--- src/rtl/core_pkg.sv ---
// core_pkg: shared store-buffer types, default sizing and size normalisation
package core_pkg;
  typedef enum logic [1:0] {SZ_BYTE = 2'b00, SZ_HALF = 2'b01, SZ_WORD = 2'b10} mem_size_t;
  typedef struct packed {
    logic [31:0] addr;
    logic [31:0] data;
    mem_size_t   size;
    logic        valid;
  } sb_entry_t;
  typedef enum logic {SB_IDLE, SB_REQ} sb_state_t;
  localparam int SB_SIZE_DEFAULT = 4;
  // The illegal encoding 11 is stored as a word access
  function automatic mem_size_t to_size(input logic [1:0] s);
    return s == 2'b11 ? SZ_WORD : mem_size_t'(s);
  endfunction
endpackage

--- src/rtl/sb_fwd_match.sv ---
// sb_fwd_match: youngest valid word-address match, scanning oldest to youngest from head with wrap
module sb_fwd_match import core_pkg::*; #(
  parameter int SB_SIZE = SB_SIZE_DEFAULT
) (
  input  logic [SB_SIZE-1:0]         i_vld,
  input  logic [SB_SIZE-1:0][29:0]   i_waddr,
  input  logic [$clog2(SB_SIZE)-1:0] i_head,
  input  logic [29:0]                i_ld_waddr,
  output logic                       o_match,
  output logic [$clog2(SB_SIZE)-1:0] o_idx
);
  localparam int PTR_W = $clog2(SB_SIZE);
  // Later (younger) matches overwrite earlier ones, so the last hit wins
  always_comb begin
    o_match = 1'b0;
    o_idx = i_head;
    for (int k = 0; k < SB_SIZE; k++)
      if (i_vld[i_head + PTR_W'(k)] && i_waddr[i_head + PTR_W'(k)] == i_ld_waddr) begin
        o_match = 1'b1;
        o_idx = i_head + PTR_W'(k);
      end
  end
endmodule

--- src/rtl/store_buffer.sv ---
// store_buffer: post-commit FIFO store buffer with D-cache drain FSM and load probe.
// Define STORE_BUFFER_FWD_EN to forward aligned word matches instead of blocking every match.
module store_buffer import core_pkg::*; #(
  parameter int SB_SIZE = SB_SIZE_DEFAULT
) (
  input  logic        clk,
  input  logic        reset,
  input  logic        in_push,
  input  logic [31:0] in_addr,
  input  logic [31:0] in_data,
  input  logic [1:0]  in_size,
  output logic        out_full,
  output logic        out_empty,
  output logic        out_mem_req,
  output logic [31:0] out_mem_addr,
  output logic [31:0] out_mem_data,
  output logic [1:0]  out_mem_size,
  input  logic        in_mem_ack,
  input  logic        in_ld_valid,
  input  logic [31:0] in_ld_addr,
  output logic        out_fwd_hit,
  output logic [31:0] out_fwd_data,
  output logic        out_ld_block
);
  localparam int PTR_W = $clog2(SB_SIZE);
  localparam int CNT_W = $clog2(SB_SIZE + 1);
  sb_entry_t              r_ent [SB_SIZE];
  logic [PTR_W-1:0]       r_head, r_tail;
  logic [CNT_W-1:0]       r_count;
  sb_state_t              r_state, w_state_nxt;
  logic                   w_push, w_pop, w_match;
  logic [PTR_W-1:0]       w_idx;
  logic [SB_SIZE-1:0]     w_vld;
  logic [SB_SIZE-1:0][29:0] w_waddr;
  assign out_full = r_count == CNT_W'(SB_SIZE);
  assign out_empty = r_count == '0;
  assign w_push = in_push && !out_full;
  assign w_pop = r_state == SB_REQ && in_mem_ack;
  always_comb begin
    w_state_nxt = r_state;
    w_state_nxt = r_state == SB_IDLE ? (out_empty ? SB_IDLE : SB_REQ) : (in_mem_ack ? SB_IDLE : SB_REQ);
  end
  always_ff @(posedge clk) begin
    if (reset) begin
      r_head <= '0;
      r_tail <= '0;
      r_count <= '0;
      r_state <= SB_IDLE;
      for (int i = 0; i < SB_SIZE; i++) r_ent[i] <= '0;
    end else begin
      r_state <= w_state_nxt;
      r_count <= r_count + CNT_W'(w_push) - CNT_W'(w_pop);
      if (w_push) begin
        r_ent[r_tail] <= '{addr: in_addr, data: in_data, size: to_size(in_size), valid: 1'b1};
        r_tail <= r_tail + PTR_W'(1);
      end
      if (w_pop) begin
        r_ent[r_head].valid <= 1'b0;
        r_head <= r_head + PTR_W'(1);
      end
    end
  end
  assign out_mem_req = r_state == SB_REQ;
  assign out_mem_addr = out_mem_req ? r_ent[r_head].addr : '0;
  assign out_mem_data = out_mem_req ? r_ent[r_head].data : '0;
  assign out_mem_size = out_mem_req ? r_ent[r_head].size : SZ_BYTE;
  always_comb
    for (int i = 0; i < SB_SIZE; i++) begin
      w_vld[i] = r_ent[i].valid;
      w_waddr[i] = r_ent[i].addr[31:2];
    end
  sb_fwd_match #(.SB_SIZE(SB_SIZE)) u_match (
    .i_vld(w_vld),
    .i_waddr(w_waddr),
    .i_head(r_head),
    .i_ld_waddr(in_ld_addr[31:2]),
    .o_match(w_match),
    .o_idx(w_idx)
  );
`ifdef STORE_BUFFER_FWD_EN
  sb_entry_t w_hit_ent;
  logic      w_ok;
  assign w_hit_ent = r_ent[w_idx];
  assign w_ok = in_ld_valid && w_match && w_hit_ent.size == SZ_WORD && w_hit_ent.addr[1:0] == 2'b00 && in_ld_addr[1:0] == 2'b00;
  assign out_fwd_hit = w_ok;
  assign out_fwd_data = w_ok ? w_hit_ent.data : '0;
  assign out_ld_block = in_ld_valid && w_match && !w_ok;
`else
  logic w_unused;
  assign w_unused = &{1'b0, in_ld_addr[1:0], w_idx};
  assign out_fwd_hit = 1'b0;
  assign out_fwd_data = '0;
  assign out_ld_block = in_ld_valid && w_match;
`endif
endmodule

--- config.mk ---
export PLATFORM = sky130hd
export DESIGN_NAME = store_buffer
export DESIGN_NICKNAME = d
export VERILOG_FILES = /design/src/rtl/core_pkg.sv /design/src/rtl/sb_fwd_match.sv /design/src/rtl/store_buffer.sv
export SDC_FILE = /design/constraint.sdc
export NUM_CORES = 1
export LEC_CHECK = 0
export CORE_MARGIN = 1
export CORE_UTILIZATION = 60
export CTS_BUF_LIST = sky130_fd_sc_hd__clkbuf_4 sky130_fd_sc_hd__clkbuf_8 sky130_fd_sc_hd__clkbuf_16
export CTS_CLUSTER_DIAMETER = 60
export DETAILED_ROUTE_END_ITERATION = 16
export PLACE_DENSITY_LB_ADDON = 0.2
export SLEW_MARGIN = 20
export SYNTH_ARGS = -nofsm -noshare
export SYNTH_HDL_FRONTEND = slang
export SYNTH_HIERARCHICAL = 1
export SYNTH_SLANG_ARGS = --single-unit
--- constraint.sdc ---
create_clock -name clk -period 6.8 [get_ports clk]
set_input_delay 1.7 -clock clk [delete_from_list [all_inputs] [get_ports clk]]
set_output_delay 1.7 -clock clk [all_outputs]
set_load 0.01 [all_outputs]
# After elaboration in Yosys (flattened, before gate mapping)
# Memory sizes are Yosys's and may differ from the RTL's. A register that Yosys moved wholly into a read port is not among the register bits.
# Index checks and enable logic that the tools add are counted.
[word_totals]
register_bits = 8
mem_bits_rw = 268
inputBits = 103
output_inout_bits = 103
word_cells = 75
mem_count = 1
[op_classes]
n_addsub = 6
n_lt_le_gt_ge = 4
eq_ne = 6
mux = 43
n_reduce_logical = 11
[memory_table]
columns = ["name", "words", "word_bits", "rd", "rd_ports_with_merged_regs", "wr", "line", "source"]
rows = [
  ["r_ent", 4, 67, 5, 1, 4, "store_buffer.sv:27", "sb_entry_t r_ent [SB_SIZE];"],
]
[op_table]
columns = ["operator", "n"]
rows = [
  ["$bmux 30 s2", 4],
  ["$mux 67", 2],
  ["$reduce_or 67->1", 2],
  ["$eq 30x30->1", 4],
  ["$mux 30", 4],
  ["$mux 32", 2],
  ["$mux 1", 20],
  ["$mux 2", 7],
  ["$lt 2x3->1 const B", 4],
  ["$bmux 1 s2", 4],
  ["$logic_and 1x1->1", 7],
  ["$add 2x1->2 const B", 2],
  ["$add 2x2->2 const B", 2],
  ["$add 3x1->3", 1],
  ["$eq 3x3->1 const B", 1],
  ["$logic_not 3->1", 1],
  ["$sub 3x1->3", 1],
  ["$eq 2x2->1 const B", 1],
  ["$logic_not 1->1", 1],
]

# Depth between registers and ports, before layout
# An unclocked memory read counts as a cell.
[logic_depth]
depth_word = 10
ltp_mapped = 14
mapped_depth_nobuf = 10

# Modules after synthesis
# The synthesis kept the hierarchy.
[modules_own_cells]
columns = ["module", "n_inst", "cells_per_inst", "area_each_um2", "seq_area_each_um2"]
rows = [
  ["store_buffer", 1, 817, 12786.0, 8207.9],
  ["sb_fwd_match", 1, 516, 4579.4, 0.0],
]

# Worst setup path after synthesis
# No wires, ideal clock.
[synth_path]
path_type = "input to output"
start = "input port in_ld_addr[26]"
end = "output port out_ld_block"
t_arrival_ns = 3.148
required_ns = 5.100
slack_ns = 1.952
path_stages = 9
path_buffers = 1
path_cell_list = "clkbuf_1 > nand2b_1 > a21oi_1 > a2111oi_1 > nand4_1 > o21ai_1 > nand4_1 > nand4_1 > and2_1"
[synth_between]
elab_chain_len = 7
word_cells_on_any_way = 13
cone_classes = "eq/ne (4); mux (4); reduce/logical (5)"
[synth_rtl]
columns = ["item", "line", "source"]
rows = [
  ["from (decl)", "store_buffer.sv:20", "input logic [31:0] in_ld_addr,"],
  ["$eq 30x30->1", "sb_fwd_match.sv:18", "if (i_vld[i_head + PTR_W'(k)] && i_waddr[i_head + PTR_W'(k)] == i_ld_waddr) begin"],
  ["$logic_and 1x1->1", "sb_fwd_match.sv:18", ""],
  ["$mux 1 (3 in a row)", "sb_fwd_match.sv:18", ""],
  ["$mux 1 *", "sb_fwd_match.sv:18", ""],
  ["via w_match", "store_buffer.sv:31", "logic w_push, w_pop, w_match;"],
  ["$logic_and 1x1->1 *", "store_buffer.sv:93", "assign out_ld_block = in_ld_valid && w_match;"],
  ["to (decl)", "store_buffer.sv:23", "output logic out_ld_block"],
]
# Mark *: on every way through the listed nets, which the timed path passes. The rest lies on a longest branch.

# Final worst setup path
[layout_path]
start = "input port in_ld_addr[25]"
end = "output port out_ld_block"
# Same word-level chain as after synthesis.

==> results.txt <==
----------------------------------------------------
[Global routing]
  Remaining global-route overflow ... 0
  Wire length of the first global-routing pass ... 65.9 mm
  Initial antenna violation count ... 3
  Number of global-route vias before repair ... 11100
  Largest net degree at the start of global routing ... 69
  Total GRT Usage ... 0.303

[Timing]
  Setup-violating endpoint count in the final report ... 0
  Portion of the clock cycle consumed by the worst path in the final layout ... 0.904
  Final count of hold timing violations ... 0
  Worst clock skew on the final layout ... 13.9 ps
  Maximum clock frequency ... 163 MHz
  Post-route setup TNS ... 0 ps
  Clock period minus worst slack ... 6150 ps
  Final slew viol count ... 0
  Max transition margin ... 0.259
  Worst-margin pin slew ... 1110 ps
  Unrepaired setup endpoints after global routing ... no
  Final-layout worst hold slack ... 586 ps

[Floorplanning]
  Starting density of the core ... 0.616
  Area of the die ... 29500 um^2
  Die X-Extent ... 172 um
  Core Region ... 28100 um^2
  Rows ... 61
  Number of top-level design ports ... 206
  Vertical die dimension ... 172 um

[CTS]
  # Post-CTS Setup Buffers ... 0
  TritonCTS sink count ... 278
  H-tree level count ... 1
  Inserted Clock Buffers ... 30
  TritonCTS clock tree ... built
  Clock latency reported for the late side of the worst-skew pair ... 570 ps
  Hold buffers post-CTS ... 0
  Number of cells upsized or downsized after cts ... 0
  Clock slew at reported path FFs ... 60 ps
  Clock Path Buffers ... 3
  Root buffer cell ... clkbuf_16

[Routing]
  Count of unresolved DRC violations after routing ... 0
  Via/cell ratio ... 6.09
  Pre-antenna DRT Iters ... 5
  Via count ... 11200
  Antenna Nets Post-Route ... 0
  Routed WL per cell ... 23.7 um
  Routed wire length ... 43.8 mm
  First DRT Iteration DRCs ... 994

[Finish]
  Fillers ... 1982
  FF+latch area ... 8220 um^2
  Fraction of layout instances using a drive strength above 1 ... 0.141
  Post-route non-filler standard cell count ... 1845
  Fin nets ... 1550
  Multi-input gate area in the final layout ... 8250 um^2
  Area of all placed cells without fillers ... 19900 um^2
  Area growth, synth to finish ... 15.1%

[Flow run]
  MaxCap Viol Count ... 0

[Placed design]
  Port Buffers ... 170
  # placed instances ... 1786
  Dpl hpwl ... 28.5 mm
  Placement Cell Area ... 18900 um^2
  Placer congestion estimate ... 0.977

[Logic synthesis]
  Mean post-synth cell area ... 13.1 um^2
  Cell area after synthesis ... 17300 um^2
  Synth warn ... 6
  Cells after synthesis ... 1323

[Critical path]
  Worst-path cell chain ... clkdlybuf4s50_1 > o22ai_1 > nor4b_1 > o2111ai_1 > nor4_1 > nand3_1 > nand4_1 > and2_1 > clkdlybuf4s50_1
  Crit path largest cell delay ... 820 ps
  Critical path start-end classification ... primary input to output pin
  Cell with the largest stage delay on the worst path ... clkdlybuf4s50_1
  Worst path buffer plus inverter count ... 2
  Delay-heaviest family, CP ... buffers and inverters
  Most used cell along the critical path ... clkdlybuf4s50_1
  Highest fanout seen on the critical path ... 13
  Worst EP required ... 5100 ps
  Crit. End Element ... output pin
  Critical Path AT ... 4450 ps
  Type of origin of the critical path ... primary input

[Outcome]
  Result of the run ... finished, final reports clean

[Min path]
  Class of the most critical hold timing path ... flip-flop to flip-flop

[Pwr]
  Power density relative to cell area ... 280 nW/um^2
  Leakage dissipation ... 6.86 nW
  VDD IR-drop max ... 0.000228 V

----------------------------------------------------
-- state kept, by name, indices dropped and copies added (netlist names), named ones only --
signal	cells
out_mem_req	1
r_ent	268
r_head	2
r_count	3
r_tail	2
-- power by group --
| part | switching [W] | leakage [nW] | internal (W) |
|---|---|---|---|
| Combinational | 0.000827 | 3.51 | 0.000850 |
| Clock | 0.000664 | 0.494 | 0.000961 |
| Sequential | 0.000205 | 2.86 | 0.00207 |
-- worst paths after layout --
kind / startpoint / end / slack [ps] / cells past startpoint
worst max-delay path: in_ld_addr[25] / out_ld_block / 650 / 9
worst min-delay path: r_count[1]$_SDFF_PP0_ / r_count[2]$_SDFF_PP0_ / 590 / 2
worst max register to register: out_mem_req$_SDFF_PP0_ / r_count[2]$_SDFF_PP0_ / 3810 / 11
worst min register to register: r_count[1]$_SDFF_PP0_ / r_count[2]$_SDFF_PP0_ / 590 / 2
-- through the flow --
stage           util  worst slack [ps]  total power, W
2_1_floorplan      -              2020         0.00338
3_3_place_gp   0.674               740         0.00395
3_5_place_dp   0.674               740         0.00398
4_1_cts        0.709               746         0.00560
5_1_grt        0.709               484         0.00580
6_report       0.709               651         0.00558
-- cells in the final DEF (no fill, tap or decap), types with 4 or more instances in the layout --
| cell type | count |
|---|---|
| and2_1 | 328 |
| edfxtp_1 | 264 |
| clkdlybuf4s50_1 | 170 |
| mux4_2 | 112 |
| mux2i_1 | 103 |
| xnor2_1 | 87 |
| conb_1 | 33 |
| clkbuf_16 | 30 |
| xor2_1 | 25 |
| a21oi_1 | 22 |
| nor2_1 | 21 |
| nand2_1 | 21 |
| buf_4 | 21 |
| nand4_1 | 20 |
| nor2b_1 | 16 |
| inv_1 | 16 |
| o21ai_0 | 14 |
| a211oi_1 | 13 |
| nor4_1 | 11 |
| nor3_1 | 9 |
| clkbuf_4 | 9 |
| dfxtp_1 | 9 |
| o22ai_1 | 8 |
| clkinv_1 | 7 |
| ha_1 | 6 |
| nand2b_1 | 5 |
| clkinv_2 | 5 |
| a31oi_1 | 5 |
| nand3_1 | 5 |
| a221oi_1 | 5 |
| o211ai_1 | 4 |
| o2bb2ai_1 | 4 |
-- worst register-to-register path: cells and delay by family (launching register included) --
| kind | cells | cell delay [ps] |
|---|---|---|
| adder cells (fa/ha/maj) | 3 | 770 |
| XOR/XNOR | 1 | 160 |
| AND/OR/NAND/NOR | 3 | 490 |
| buffers and inverters | 4 | 770 |
| flip-flops | 1 | 710 |
-- final cells by class --
type / count / area share
Clock buffer: 39 / 0.0411
Inverter: 18 / 0.00364
Multi-Input combinational cell: 919 / 0.414
Sequential cell: 278 / 0.413
Timing Repair Buffer: 193 / 0.0954
Clock inverter: 17 / 0.00854
Tap cell: 378 / 0.0237
Antenna cell: 3 / 0.000377
-- metal layers --
layer / GRT usage / part of all wire
met4: 0.0881 / 0.025
met2: 0.492 / 0.49
met1: 0.418 / 0.42
met3: 0.0557 / 0.073
met5: 0 / 0.00023
(Power assumes the default switching activity.)
